<file path="config.mk">
export PLATFORM = sky130hd
export DESIGN_NAME = iitb_multicycle_core
export DESIGN_NICKNAME = d
export VERILOG_FILES = /design/src/rtl/iitb_mc_pkg.sv /design/src/rtl/iitb_multicycle_core_regfile.sv /design/src/rtl/iitb_multicycle_core.sv
export SDC_FILE = /design/constraint.sdc
export NUM_CORES = 1
export LEC_CHECK = 0
export ABC_AREA = 1
export BUFFER_PORTS_ARGS = -buffer_cell sky130_fd_sc_hd__buf_2
export CORE_MARGIN = 3
export CORE_UTILIZATION = 60
export DETAILED_ROUTE_END_ITERATION = 16
export PLACE_DENSITY_LB_ADDON = 0.2
export SLEW_MARGIN = 25
export SYNTH_ARGS = -nofsm -noshare
export SYNTH_HDL_FRONTEND = slang
export SYNTH_SLANG_ARGS = --single-unit
</file>
<file path="constraint.sdc">
create_clock -name clk -period 13.1 [get_ports clk]
set_clock_uncertainty 0.15 [all_clocks]
set_input_delay 1.31 -clock clk [delete_from_list [all_inputs] [get_ports clk]]
set_output_delay 1.31 -clock clk [all_outputs]
set_load 0.01 [all_outputs]
</file>
<file path="src/rtl/iitb_mc_pkg.sv">
// Shared definitions for the multi-cycle IITB-RISC core: opcodes, CZ
// conditions, FSM state encoding, instruction field positions and helpers.
package iitb_mc_pkg;

  localparam int DATA_W = 16;
  localparam int RF_N   = 8;

  localparam logic [3:0] OP_ADD = 4'b0000;
  localparam logic [3:0] OP_ADI = 4'b0001;
  localparam logic [3:0] OP_NDU = 4'b0010;
  localparam logic [3:0] OP_LHI = 4'b0011;
  localparam logic [3:0] OP_LW  = 4'b0100;
  localparam logic [3:0] OP_SW  = 4'b0101;
  localparam logic [3:0] OP_BEQ = 4'b1100;
  localparam logic [3:0] OP_JAL = 4'b1000;
  localparam logic [3:0] OP_JLR = 4'b1001;
  localparam logic [3:0] OP_HLT = 4'b1111;

  // CZ field of ADD/NDU; 11 behaves like 00
  localparam logic [1:0] CZ_ALWAYS  = 2'b00;
  localparam logic [1:0] CZ_IF_Z    = 2'b01;
  localparam logic [1:0] CZ_IF_C    = 2'b10;
  localparam logic [1:0] CZ_ALWAYS2 = 2'b11;

  typedef enum logic [2:0] {
    ST_FETCH  = 3'd0,
    ST_DECODE = 3'd1,
    ST_EXEC   = 3'd2,
    ST_MEM    = 3'd3,
    ST_WB     = 3'd4,
    ST_HALT   = 3'd5
  } state_t;

  localparam int OP_HI   = 15;
  localparam int OP_LO   = 12;
  localparam int RA_HI   = 11;
  localparam int RA_LO   = 9;
  localparam int RB_HI   = 8;
  localparam int RB_LO   = 6;
  localparam int RC_HI   = 5;
  localparam int RC_LO   = 3;
  localparam int CZ_HI   = 1;
  localparam int CZ_LO   = 0;
  localparam int IMM6_HI = 5;
  localparam int IMM6_LO = 0;
  localparam int IMM9_HI = 8;
  localparam int IMM9_LO = 0;

  function automatic logic [DATA_W-1:0] sext6(input logic [5:0] v);
    return {{(DATA_W-6){v[5]}}, v};
  endfunction

  function automatic logic [DATA_W-1:0] sext9(input logic [8:0] v);
    return {{(DATA_W-9){v[8]}}, v};
  endfunction

  // Whether a conditional ADD/NDU is allowed to commit given current flags
  function automatic logic cz_pass(input logic [1:0] cz, input logic c, input logic z);
    logic ok;
    case (cz)
      CZ_IF_C:    ok = c;
      CZ_IF_Z:    ok = z;
      CZ_ALWAYS:  ok = 1'b1;
      CZ_ALWAYS2: ok = 1'b1;
      default:    ok = 1'b1;
    endcase
    return ok;
  endfunction

endpackage

</file>
<file path="src/rtl/iitb_multicycle_core_regfile.sv">
// 8x16 general-purpose register file: two asynchronous read ports, one
// synchronous write port, all registers cleared by the async reset.
module mc_regfile
  import iitb_mc_pkg::*;
(
  input  logic                 clk,
  input  logic                 rst,
  input  logic [2:0]           ra_addr,
  output logic [DATA_W-1:0]    ra_data,
  input  logic [2:0]           rb_addr,
  output logic [DATA_W-1:0]    rb_data,
  input  logic                 we,
  input  logic [2:0]           wa,
  input  logic [DATA_W-1:0]    wd
);

  logic [RF_N-1:0][DATA_W-1:0] regs_q;
  logic [RF_N-1:0][DATA_W-1:0] regs_d;

  // Next register contents: hold, or replace the addressed entry on write
  always_comb begin
    regs_d = regs_q;
    if (we) regs_d[wa] = wd;
  end

  // Register storage with asynchronous clear
  always_ff @(posedge clk or posedge rst) begin
    if (rst) regs_q <= '0;
    else     regs_q <= regs_d;
  end

  assign ra_data = regs_q[ra_addr];
  assign rb_data = regs_q[rb_addr];

endmodule

</file>
<file path="src/rtl/iitb_multicycle_core.sv">
// Multi-cycle IITB-RISC core. One instruction walks FETCH/DECODE/EXEC and
// then MEM and/or WB over a single req/ack memory port that may stall.
// Every output is decoded from registered state, so mem_ack never reaches
// an output combinationally; retire is therefore a registered pulse that
// appears in the cycle after the instruction's final state.
module iitb_multicycle_core #(
  parameter logic [15:0] RESET_PC = 16'h0000,
  parameter int          ADDR_W   = 16
) (
  input  logic              clk,
  input  logic              rst,
  output logic              mem_req,
  output logic              mem_we,
  output logic [ADDR_W-1:0] mem_addr,
  output logic [15:0]       mem_wdata,
  input  logic [15:0]       mem_rdata,
  input  logic              mem_ack,
  output logic              retire,
  output logic              halted,
  output logic [15:0]       dbg_pc
);
  import iitb_mc_pkg::*;

  state_t      state_q, state_d;
  logic [15:0] pc_q, pc_d;
  logic [15:0] ir_q, ir_d;
  logic [15:0] a_q, a_d;
  logic [15:0] b_q, b_d;
  logic [15:0] imm6_q, imm6_d;
  logic [15:0] imm9_q, imm9_d;
  logic [15:0] y_q, y_d;
  logic [15:0] npc_q, npc_d;
  logic        c_q, c_d;
  logic        z_q, z_d;
  logic        cn_q, cn_d;
  logic        setc_q, setc_d;
  logic        setz_q, setz_d;
  logic        wr_q, wr_d;
  logic [2:0]  wa_q, wa_d;
  logic        retire_q, retire_d;

  logic [3:0]  op;
  logic [2:0]  ra_f, rb_f, rc_f;
  logic [1:0]  cz_f;
  logic [15:0] rf_a, rf_b;
  logic        rf_we;
  logic [16:0] sum;

  assign op   = ir_q[OP_HI:OP_LO];
  assign ra_f = ir_q[RA_HI:RA_LO];
  assign rb_f = ir_q[RB_HI:RB_LO];
  assign rc_f = ir_q[RC_HI:RC_LO];
  assign cz_f = ir_q[CZ_HI:CZ_LO];

  assign rf_we = (state_q == ST_WB) && wr_q;

  mc_regfile u_rf (
    .clk     (clk),
    .rst     (rst),
    .ra_addr (ra_f),
    .ra_data (rf_a),
    .rb_addr (rb_f),
    .rb_data (rf_b),
    .we      (rf_we),
    .wa      (wa_q),
    .wd      (y_q)
  );

  // State and datapath registers, all cleared by the async reset
  always_ff @(posedge clk or posedge rst) begin
    if (rst) begin
      state_q  <= ST_FETCH;
      pc_q     <= RESET_PC;
      ir_q     <= '0;
      a_q      <= '0;
      b_q      <= '0;
      imm6_q   <= '0;
      imm9_q   <= '0;
      y_q      <= '0;
      npc_q    <= '0;
      c_q      <= 1'b0;
      z_q      <= 1'b0;
      cn_q     <= 1'b0;
      setc_q   <= 1'b0;
      setz_q   <= 1'b0;
      wr_q     <= 1'b0;
      wa_q     <= '0;
      retire_q <= 1'b0;
    end else begin
      state_q  <= state_d;
      pc_q     <= pc_d;
      ir_q     <= ir_d;
      a_q      <= a_d;
      b_q      <= b_d;
      imm6_q   <= imm6_d;
      imm9_q   <= imm9_d;
      y_q      <= y_d;
      npc_q    <= npc_d;
      c_q      <= c_d;
      z_q      <= z_d;
      cn_q     <= cn_d;
      setc_q   <= setc_d;
      setz_q   <= setz_d;
      wr_q     <= wr_d;
      wa_q     <= wa_d;
      retire_q <= retire_d;
    end
  end

  // Next-state logic: sequencing, ALU, branch targets and commit
  always_comb begin
    state_d  = state_q;
    pc_d     = pc_q;
    ir_d     = ir_q;
    a_d      = a_q;
    b_d      = b_q;
    imm6_d   = imm6_q;
    imm9_d   = imm9_q;
    y_d      = y_q;
    npc_d    = npc_q;
    c_d      = c_q;
    z_d      = z_q;
    cn_d     = cn_q;
    setc_d   = setc_q;
    setz_d   = setz_q;
    wr_d     = wr_q;
    wa_d     = wa_q;
    retire_d = 1'b0;
    sum      = '0;

    case (state_q)
      ST_FETCH: begin
        if (mem_ack) begin
          ir_d    = mem_rdata;
          state_d = ST_DECODE;
        end
      end

      ST_DECODE: begin
        a_d     = rf_a;
        b_d     = rf_b;
        imm6_d  = sext6(ir_q[IMM6_HI:IMM6_LO]);
        imm9_d  = sext9(ir_q[IMM9_HI:IMM9_LO]);
        state_d = ST_EXEC;
      end

      ST_EXEC: begin
        // Commit controls are decided here so WB only applies them
        npc_d  = pc_q + 16'd1;
        y_d    = '0;
        cn_d   = c_q;
        wr_d   = 1'b0;
        setc_d = 1'b0;
        setz_d = 1'b0;
        wa_d   = ra_f;
        case (op)
          OP_ADD: begin
            sum  = {1'b0, a_q} + {1'b0, b_q};
            y_d  = sum[15:0];
            cn_d = sum[16];
            wa_d = rc_f;
            if (cz_pass(cz_f, c_q, z_q)) begin
              wr_d   = 1'b1;
              setc_d = 1'b1;
              setz_d = 1'b1;
            end
          end
          OP_ADI: begin
            sum    = {1'b0, a_q} + {1'b0, imm6_q};
            y_d    = sum[15:0];
            cn_d   = sum[16];
            wa_d   = rb_f;
            wr_d   = 1'b1;
            setc_d = 1'b1;
            setz_d = 1'b1;
          end
          OP_NDU: begin
            y_d  = ~(a_q & b_q);
            wa_d = rc_f;
            if (cz_pass(cz_f, c_q, z_q)) begin
              wr_d   = 1'b1;
              setz_d = 1'b1;
            end
          end
          OP_LHI: begin
            y_d  = {imm9_q[8:0], 7'b0};
            wr_d = 1'b1;
          end
          OP_LW: begin
            y_d    = b_q + imm6_q;
            wr_d   = 1'b1;
            setz_d = 1'b1;
          end
          OP_SW: begin
            y_d = b_q + imm6_q;
          end
          OP_BEQ: begin
            if (a_q == b_q) npc_d = pc_q + imm6_q;
          end
          OP_JAL: begin
            y_d   = pc_q + 16'd1;
            wr_d  = 1'b1;
            npc_d = pc_q + imm9_q;
          end
          OP_JLR: begin
            // b_q was captured before this write, so RA==RB jumps to the old value
            y_d   = pc_q + 16'd1;
            wr_d  = 1'b1;
            npc_d = b_q;
          end
          default: ;
        endcase
        if (op == OP_LW || op == OP_SW) state_d = ST_MEM;
        else if (op == OP_HLT)          state_d = ST_HALT;
        else                            state_d = ST_WB;
      end

      ST_MEM: begin
        if (mem_ack) begin
          if (op == OP_LW) begin
            y_d     = mem_rdata;
            state_d = ST_WB;
          end else begin
            pc_d     = npc_q;
            retire_d = 1'b1;
            state_d  = ST_FETCH;
          end
        end
      end

      ST_WB: begin
        // Z is taken from the committed value, which for LW is the loaded word
        pc_d     = npc_q;
        if (setc_q) c_d = cn_q;
        if (setz_q) z_d = (y_q == 16'h0000);
        retire_d = 1'b1;
        state_d  = ST_FETCH;
      end

      ST_HALT: ;

      default: state_d = ST_FETCH;
    endcase
  end

  // Memory port and status outputs decoded from registered state only
  always_comb begin
    mem_req   = 1'b0;
    mem_we    = 1'b0;
    mem_addr  = pc_q[ADDR_W-1:0];
    mem_wdata = '0;
    halted    = 1'b0;
    case (state_q)
      ST_FETCH: mem_req = 1'b1;
      ST_MEM: begin
        mem_req  = 1'b1;
        mem_addr = y_q[ADDR_W-1:0];
        if (op == OP_SW) begin
          mem_we    = 1'b1;
          mem_wdata = a_q;
        end
      end
      ST_HALT: halted = 1'b1;
      default: ;
    endcase
  end

  assign retire = retire_q;
  assign dbg_pc = pc_q;

endmodule
</file>
# Yosys cells after proc, flatten, opt, wreduce, memory -nomap -nowiden
# Index checks and enable logic that the tools add are counted.
totals:
  word_cells: 126
  ramBits: 0
  output_inout_bits: 52
  rom_bits: 0
  memories: 0
  regBits: 252
  latchBits: 0
op_classes:
  n_lt_le_gt_ge: 4
  reduce_logical: 22
  n_eq_ne: 22
  n_addsub: 6
  mux: 44
  n_mul: 0
  shift: 0
  bitwise: 3
  n_div: 0
op_table:
  columns: ["cell", "count"]
  rows:
  - ["$mux W16", 11]
  - ["$bwmux W128", 1]
  - ["$bmux W16 S3", 2]
  - ["$pmux W16 S6", 1]
  - ["$pmux W16 S2", 2]
  - ["$add A16 B16 Y16", 3]
  - ["$demux W16 S3", 1]
  - ["$pmux W16 S3", 1]
  - ["$add A16 B16 Y17", 2]
  - ["$add A16 B1 Y16 const B", 1]
  - ["$and A16 B16 Y16", 1]
  - ["$eq A16 B16 Y1", 1]
  - ["$eq A4 B4 Y1 const B", 4]
  - ["$logic_not A16 Y1", 1]
  - ["$not A16 Y16", 1]
  - ["$pmux W3 S5", 1]
  - ["$mux W1", 13]
  - ["$lt A3 B4 Y1 const B", 3]
  - ["$mux W3", 4]
  - ["$reduce_or A2 Y1", 6]
  - ["$pmux W1 S3", 3]
  - ["$reduce_and A3 Y1", 3]
  - ["$eq A4 B2 Y1 const B", 2]
  - ["$eq A4 B3 Y1 const B", 2]
  - ["19 further kinds", 31]

# Logic depth before layout (Yosys ltp)
# Gate-level depths: netlist (run 1).
depth:
  word_depth: 7
  mapped_depth: 14
  depth_no_buf: 14

# Hierarchy
# From an unflattened synthesis (run 1), not the netlist that was laid out.
unflattened:
  cells_unflattened: 2820
  hier_area_um2: 18109.9
by_module_without_submodules:
  columns: ["mod", "area_each_um2", "instances", "cells_each"]
  rows:
  - ["iitb_multicycle_core", 10615.2, 1, 1654]
  - ["mc_regfile", 7494.7, 1, 1166]

# Worst setup path after synthesis (run 1)
# OpenSTA, ideal clock, no wires.
synth_path:
  kind: "register -> output"
  from: "register ir_q[13]"
  to: "output mem_wdata[10]"
  setup_slack_ns: 10.016
  required_time_ns: 11.640
  n_path_buf: 2
  path_stages_with_launch: 8
  t_arrival_ns: 1.624
  cell_sequence: "dfrtp_1 -> buf_2 -> nor3_4 -> inv_2 -> nor3_2 -> inv_1 -> clkbuf_1 -> nor2_1"
synth_between:
  elab_chain_len: 3
synth_lines:
  columns: ["item", "line_no", "rtl"]
  rows:
  - ["start, declared", "iitb_multicycle_core.sv:26", "logic [15:0] ir_q, ir_d;"]
  - ["start signal, assigned", "iitb_multicycle_core.sv:92", "ir_q <= ir_d;"]
  - ["$eq A4 B3 Y1", "iitb_multicycle_core.sv:258", "if (op == OP_SW) begin"]
  - ["$mux W16", "iitb_multicycle_core.sv:258", null]
  - ["$mux W16", "iitb_multicycle_core.sv:253", "case (state_q)"]
  - ["end, declared", "iitb_multicycle_core.sv:15", "output logic [15:0] mem_wdata,"]
# Every way passes these cells.

# Worst setup path in the final report (run 1)
layout_path:
  from: "register state_q[2]"
  to: "output mem_wdata[0]"
layout_between:
  elab_chain_len: 2
layout_lines:
  columns: ["item", "line_no", "rtl"]
  rows:
  - ["start, declared", "iitb_multicycle_core.sv:24", "state_t state_q, state_d;"]
  - ["start signal, assigned", "iitb_multicycle_core.sv:90", "state_q <= state_d;"]
  - ["$eq A3 B2 Y1", "iitb_multicycle_core.sv:253", null]
  - ["$mux W16", "iitb_multicycle_core.sv:253", null]
# Every way passes these cells.

==> metrics.md, run 1 <==
| Metric | Value |
|---|---|
| WP data arrival | `2880 ps` |
| Register share of total power | `30.7%` |
| # rows | `61` |
| MaxCap Viol Count | `0` |
| Layout cells sized above 1 | `9.07%` |
| Max Slew Vio Count | `0` |
| Clock power frac | `14.3%` |
| Routed vias | `18000` |
| Die height | `177 µm` |
| Port bufs | `70` |
| DIE WIDTH | `177 µm` |
| Endpoints failing setup | `0` |
| H-Tree Depth | `1` |
| Sw Ratio | `52.7%` |
| Routed len/inst | `20.9 µm` |
| Total leakage power | `9.18 nW` |
| Post-route ant nets | `0` |
| WS Path Type | `flip-flop to output pin` |
| Post-synth top area cell | `dfrtp_1` |
| Critical Path End Type | `output pin` |
| Synth Cell Area | `0.0175 mm²` |
| Slew margin rel. | `29.1%` |
| Core box area | `0.0282 mm²` |
| First-pass GRT wire length | `94700 µm` |
| TritonCTS Buffers | `25` |
| Final clock period utilization by the worst path | `33.1%` |
| Initial DRC Count | `2337` |
| Peak supply drop | `0.000167 V` |
| DRC | `0` |
| Unrepaired setup endpoints after global routing | `false` |
| Total GRT Usage | `39.0%` |
| Slew at the pin with the worst max-slew slack | `1060 ps` |
| Clk sink count | `246` |
| CTS-repair resized insts | `0` |
| CP Max Fanout | `51` |
| TNS Setup | `0 ps` |
| Post-CTS setup buffers | `0` |
| Vias in the first global route | `16800` |
| Post-synth EDFFs | `0` |
| Kind of start point of the critical path | `flip-flop` |
| Total number of yosys warnings | `0` |
| Initial antenna violation count | `2` |
| Dominant cell by count in the synthesized netlist | `nand2_1` |
| Root buf cell | `clkbuf_16` |
| Worst EP required | `11640 ps` |
| GRT Residual Overflow | `0` |
| Synth async-reset ratio | `100%` |
| Total die area | `0.0312 mm²` |
| DP HPWL | `44500 µm` |
| Commonest cells post-synth | `nand2_1 (567), inv_1 (319), o21ai_0 (309), dfrtp_1 (246), a21oi_1 (245)` |
| Post-synth top area share | `35.3%` |
| Register area share after synthesis | `35.3%` |
| DR pass1 iterations | `6` |
| TritonCTS clock tree | `yes` |
| Clock buffer depth | `3` |
| Diode count | `0` |
| Starting density of the core | `61.8%` |
| Clk Latency, worst-skew pair | `530 ps` |
| Mapped Nets | `2615` |
| Post-layout util | `66.4%` |
| P&R area growth vs syn | `7.42%` |
| Final Hold Fails | `0` |
| Synth Register Bits | `246` |
| Ports | `71` |
| Hold crit path type | `flip-flop to flip-flop` |
| Synth unique cells | `53` |
| Post-synthesis cell count | `2518` |
| Worst R2R Setup Slack | `9850 ps` |
| Pin count of the biggest net entering global routing | `107` |
| Syn avg cell area | `6.93 µm²` |
| Top FF cell, synth | `dfrtp_1` |
| Synth area leaders | `dfrtp_1 (35%), nand2_1 (12%), o21ai_0 (8.9%)` |
| Peak Freq | `230 MHz` |
| Hold-fix buffers at CTS | `0` |
| Final net count | `2624` |
| Switching pwr | `2.65 mW` |
| Int Power | `2.38 mW` |
| Comb pwr share | `55.0%` |
| Outcome | `finished, final reports clean` |
| Power Density | `268 mW/mm²` |
| Clk slew on worst S/H paths | `70 ps` |
| Final GP Congestion | `0.991` |
| Post-layout min period | `4340 ps` |
| DRT Wirelength | `61200 µm` |
| Vias per inst | `6.15` |
==> metrics by stage <==
stage | area [µm²] | setup slack, ps | total power [mW] | hold slack (ps) | instances
6_report | 18800 | 8760 | 5.03 | 333 | 2924
3_5_place_dp | 17900 | 9140 | 4.21 | 318 | 2878
5_1_grt | 18800 | 8570 | 5.40 | 356 | 2924
2_1_floorplan | 17500 | 4880 | 3.33 | 296 | 2518
4_1_cts | 18800 | 8790 | 4.94 | 319 | 2924
3_3_place_gp | 17900 | 9170 | 4.15 | 304 | 2878
==> flip-flops by register name (all words and copies together) (netlist names) <==
name and flops:
imm9_q 4, a_q 16, retire 1, wa_q 3
wr_q 1, cn_q 1, c_q 1, z_q 1
u_rf.regs_q 128, npc_q 16, setc_q 1, imm6_q 5
state_q 3, setz_q 1, y_q 16, ir_q 16
b_q 16, dbg_pc 16
==> final timing paths <==
path	depth (start not counted)	from	end
worst min register to register	2	cn_q	c_q
min in group asynchronous	2	rst	u_rf.regs_q[27]
worst max register to register	10	ir_q[15]	npc_q[9]
worst min-delay path	2	cn_q	c_q
worst max-delay path	9	state_q[2]	mem_wdata[0]
max in group asynchronous	4	rst	wa_q[1]
==> worst max-delay path, cell delays in order (launching register included) <==
cell	delay, ps
dfrtp_1	450
nor2_1	130
inv_1	100
nor2_4	90
buf_4	410
inv_2	260
nor3_2	210
inv_1	310
nor2_1	200
buf_2	150
==> kinds of logic (layout without fill, tap and decap cells) <==
kind of cell	after synthesis	after routing	synth area share (%)
mux	5	5	0.322
buf+inv	437	465	10.2
xor+xnor	15	15	0.752
compound gates	685	685	21.8
flops	246	246	35.3
simple gates	1052	1052	26.0
fa+ha+maj	78	78	5.76
==> layout make-up <==
cell class,count,area (µm²)
sequential,246,6160
timing repair buffer,90,504
multi-input combinational,1835,9550
fill,2535,9480
clock buffer,39,758
clock inverter,7,63.8
inverter,329,1250
tap,378,473
==> routing by layer <==
| layer | vias to the layer above | share of wire [%] | global-route usage [%] |
|---|---|---|---|
| li1 | 8347 | - | - |
| met2 | 1018 | 44 | 61.3 |
| met3 | 253 | 10 | 6.58 |
| met5 | - | 0.041 | 0 |
| met1 | 8371 | 38 | 50.9 |
| met4 | 4 | 7.1 | 22.7 |
==> cells in the final DEF (no fill, tap or decap), types with 10 or more instances in the layout <==
| cell | instances |
|---|---|
| a22oi_1 | 11 |
| clkbuf_16 | 25 |
| nand2_1 | 567 |
| a21oi_1 | 245 |
| o21bai_1 | 11 |
| nor3_1 | 14 |
| o21ai_2 | 12 |
| o21ai_0 | 309 |
| nand4_1 | 21 |
| nor2_1 | 232 |
| xor2_1 | 13 |
| a21oi_2 | 25 |
| or2_2 | 13 |
| buf_4 | 19 |
| buf_2 | 70 |
| o221ai_1 | 17 |
| nand3_1 | 157 |
| o22ai_1 | 12 |
| nor2_2 | 10 |
| ha_1 | 74 |
| dfrtp_1 | 242 |
| inv_1 | 317 |
| nand3b_1 | 10 |
==> power groups by stage <==
stage	sequential, mW	combinational, mW	clock, mW
floorplan	1.31	2.02	0
global placement	1.51	2.63	0
detailed placement	1.52	2.68	0
CTS	1.51	2.71	0.719
global route	1.56	3.09	0.747
finish	1.55	2.77	0.718
Power figures use the tool's default switching activity.
==> run 2, diff against run 1 <==
Settings changed: ABC_AREA 1 to 0.
Clock period 13.1 ns to 4.1 ns, I/O delays scaled along.
==> run 2 against run 1 <==
Effect of this change:
- register-to-register slack got worse by 9300 ps
- setup slack got worse by 8200 ps
- via count decreased by 27%
- synthesized cell count decreased by 39%
- core utilization increased by 2.0 points
- final cell count decreased by 33%
- synthesized area decreased by 8.1%
- sequential share of layout area increased by 1.5 points
- combinational power decreased by 91%
- non-clock buffer count increased by 39
- largest power group is now the clock network
==> metrics.md, run 2 <==
| Metric | Value |
|---|---|
| Outcome | `finished, final reports clean` |
| TNS Setup | `0 ps` |
| Register area share after synthesis | `38.4%` |
| Core box area | `0.0262 mm²` |
| Slowest CP cell | `a2111oi_2` |
| Family with the most delay on the worst path | `compound AO/OA/AOI/OAI gates` |
| WS Path Type | `flip-flop to flip-flop` |
| Critical Path End Type | `flip-flop` |
| Post-synthesis cell count | `1547` |
| Worst hold path depth | `2` |
| # rows | `59` |
| CP Max Fanout | `10` |
| Clk Latency, worst-skew pair | `560 ps` |
| Post-CTS setup buffers | `0` |
| Total GRT Usage | `33.4%` |
| Final GP Congestion | `0.978` |
| Worst EP required | `4430 ps` |
| Total leakage power | `8.50 nW` |
| DP HPWL | `34200 µm` |
| CP cell instances | `ha_1 > fa_1 > a211oi_1 > o21bai_2 > a2111oi_2 > nor3_2 > nor3_1 > o31ai_1 > a2111o_1 > a21oi_1` |
| Final Hold Fails | `0` |
| Dominant cell by count in the synthesized netlist | `dfrtp_1` |
| GRT Residual Overflow | `0` |
| Synth area leaders | `dfrtp_1 (38%), mux2_2 (12%), mux4_2 (9.0%)` |
| Total number of yosys warnings | `0` |
| H-Tree Depth | `1` |
| Vias in the first global route | `13200` |
| P&R area growth vs syn | `11.7%` |
| Die height | `170 µm` |
| Post-layout min period | `3510 ps` |
| Port bufs | `70` |
| Ports | `71` |
| Worst R2R Setup Slack | `590 ps` |
| Root buf cell | `clkbuf_16` |
| Endpoints failing setup | `0` |
| TritonCTS clock tree | `yes` |
| Clk slew on worst S/H paths | `60 ps` |
| Synth Register Bits | `246` |
| Worst Hold End | `ir_q[14]` |
| CP bufs+invs | `0` |
| Layout cells sized above 1 | `25.9%` |
| Power Density | `295 mW/mm²` |
| R2r startpoint | `dbg_pc[0]` |
| Slew margin rel. | `30.5%` |
| Top reg by flops | `u_rf.regs_q` |
| Vias per inst | `6.66` |
| Final net count | `1709` |
| Max FFs per register | `128` |
| WP data arrival | `3840 ps` |
| Peak Freq | `285 MHz` |
| Pin count of the biggest net entering global routing | `117` |
| Post-layout util | `68.4%` |
| DRC | `0` |
| Post-synth EDFFs | `0` |
| Peak supply drop | `0.000329 V` |
| Unrepaired setup endpoints after global routing | `false` |
| Pwr Total | `5.29 mW` |
| Final clock period utilization by the worst path | `85.7%` |
| DIE WIDTH | `170 µm` |
| Routed vias | `13100` |
| Post-route ant nets | `0` |
| Most frequent cells in the layout | `dfrtp_1 (242), mux2_2 (169), a21oi_1 (140), nand2_1 (138), nor2_1 (114)` |
| Clock buffer depth | `3` |
| First-pass GRT wire length | `74500 µm` |
| Clk sink count | `246` |
| Routed len/inst | `24.4 µm` |
| Starting density of the core | `61.2%` |
| Max Slew Vio Count | `0` |
| Fill count | `2002` |
| Syn avg cell area | `10.4 µm²` |
| Synth unique cells | `72` |
| Hold Startpoint | `mem_rdata[14]` |
| Total die area | `0.0287 mm²` |
| Initial DRC Count | `1432` |
| Worst r2r dst | `npc_q[14]` |
| Kind of start point of the critical path | `flip-flop` |
| Mapped Nets | `1644` |
| DRT Wirelength | `48100 µm` |
| Top FF cell, synth | `dfrtp_1` |
| TritonCTS Buffers | `28` |
| Synth Cell Area | `0.0160 mm²` |
| MaxCap Viol Count | `0` |
| Most common cell after layout, fill and taps aside | `dfrtp_1` |
| Crit path largest cell delay | `550 ps` |
| Post-synth top area share | `38.4%` |
| Diode count | `0` |
| Commonest cells post-synth | `dfrtp_1 (246), mux2_2 (169), a21oi_1 (140), nand2_1 (138), nor2_1 (114)` |
| Slew at the pin with the worst max-slew slack | `1040 ps` |
| Synth async-reset ratio | `100%` |
| Worst-case reg-to-reg path depth | `10` |
| Initial antenna violation count | `0` |
| DR pass1 iterations | `5` |
| Post-synth top area cell | `dfrtp_1` |
| Hold crit path type | `input port to flip-flop` |
## run 2: cell count changes after synthesis, sizes merged, moves of 19 or more
cell and delta:
mux4 +64, mux2 +164, nand2 -435, xnor2 +37, inv -305, a21oi -129
buf -24, and2 +19, mux2i +34, nand3 -128, a21o +21, o21ai -256
nor2 -131
## run 2: cell families after synthesis
| kind of cell | share of synthesized area (%) |
|---|---|
| xor+xnor | 3.44 |
| fa+ha+maj | 6.27 |
| buf+inv | 2.89 |
| compound gates | 13.5 |
| mux | 23.0 |
| simple gates | 12.5 |
| flops | 38.4 |
## run 2: area by class of cell
cell class                 instances  area [µm²]  area share, %
timing repair buffer             129         858           4.79
sequential                       246        6160           34.4
clock buffer                      33         751           4.19
inverter                          23        90.1          0.503
tap                              335         419           2.34
multi-input combinational       1184        9440           52.7
clock inverter                    19         201           1.12
## run 2: power by group
part           total, mW  switching, mW  internal [mW]
clock               2.58           1.08           1.51
combinational      0.236          0.148         0.0880
sequential          2.47         0.0383           2.44
## run 2: worst max-delay path by stage
stage                end  slack [ps]      start  depth (start not counted)
2_1_floorplan     a_q[0]         310        rst                          1
3_3_place_gp   npc_q[14]         730  dbg_pc[0]                         10
4_1_cts        npc_q[14]         640  dbg_pc[0]                         10
6_report       npc_q[14]         590  dbg_pc[0]                         10
3_5_place_dp   npc_q[14]         670  dbg_pc[0]                         10
5_1_grt        npc_q[14]         380  dbg_pc[0]                         10
## run 2: worst register-to-register path, stage by stage, from the launching register on
cell	delay, ps
dfrtp_1	490
ha_1	300
fa_1	430
a211oi_1	320
o21bai_2	140
a2111oi_2	550
nor3_2	130
nor3_1	280
o31ai_1	120
a2111o_1	370
a21oi_1	140
## run 2: what timing repair did
item	4_1_cts	5_1_grt
hold buffers	16	0
endpoints found under the setup margin	0	0
hold endpoints to repair	158	0
resized for setup	0	0
## run 2: through the flow
| stage | hold slack [ps] | worst slack, ps | area (µm²) | instances |
|---|---|---|---|---|
| detailed placement | 315 | 669 | 16800 | 1901 |
| finish | 27.0 | 586 | 17900 | 1969 |
| CTS | 9.68 | 639 | 17900 | 1969 |
| global route | 21.2 | 376 | 17900 | 1969 |
| floorplan | 294 | 308 | 16000 | 1547 |
| global placement | 306 | 735 | 16800 | 1901 |
## run 2: layer usage
layer / wire length, µm / vias up / global-route usage (%) / share of wire [%]
met2: 23200 / 575 / 57.6 / 48
met3: 3250 / 149 / 3.47 / 6.8
met4: 2270 / 0 / 13.9 / 4.7
met1: 19400 / 6512 / 43.5 / 40
li1: - / 5872 / - / -
met5: 0 / - / 0 / 0
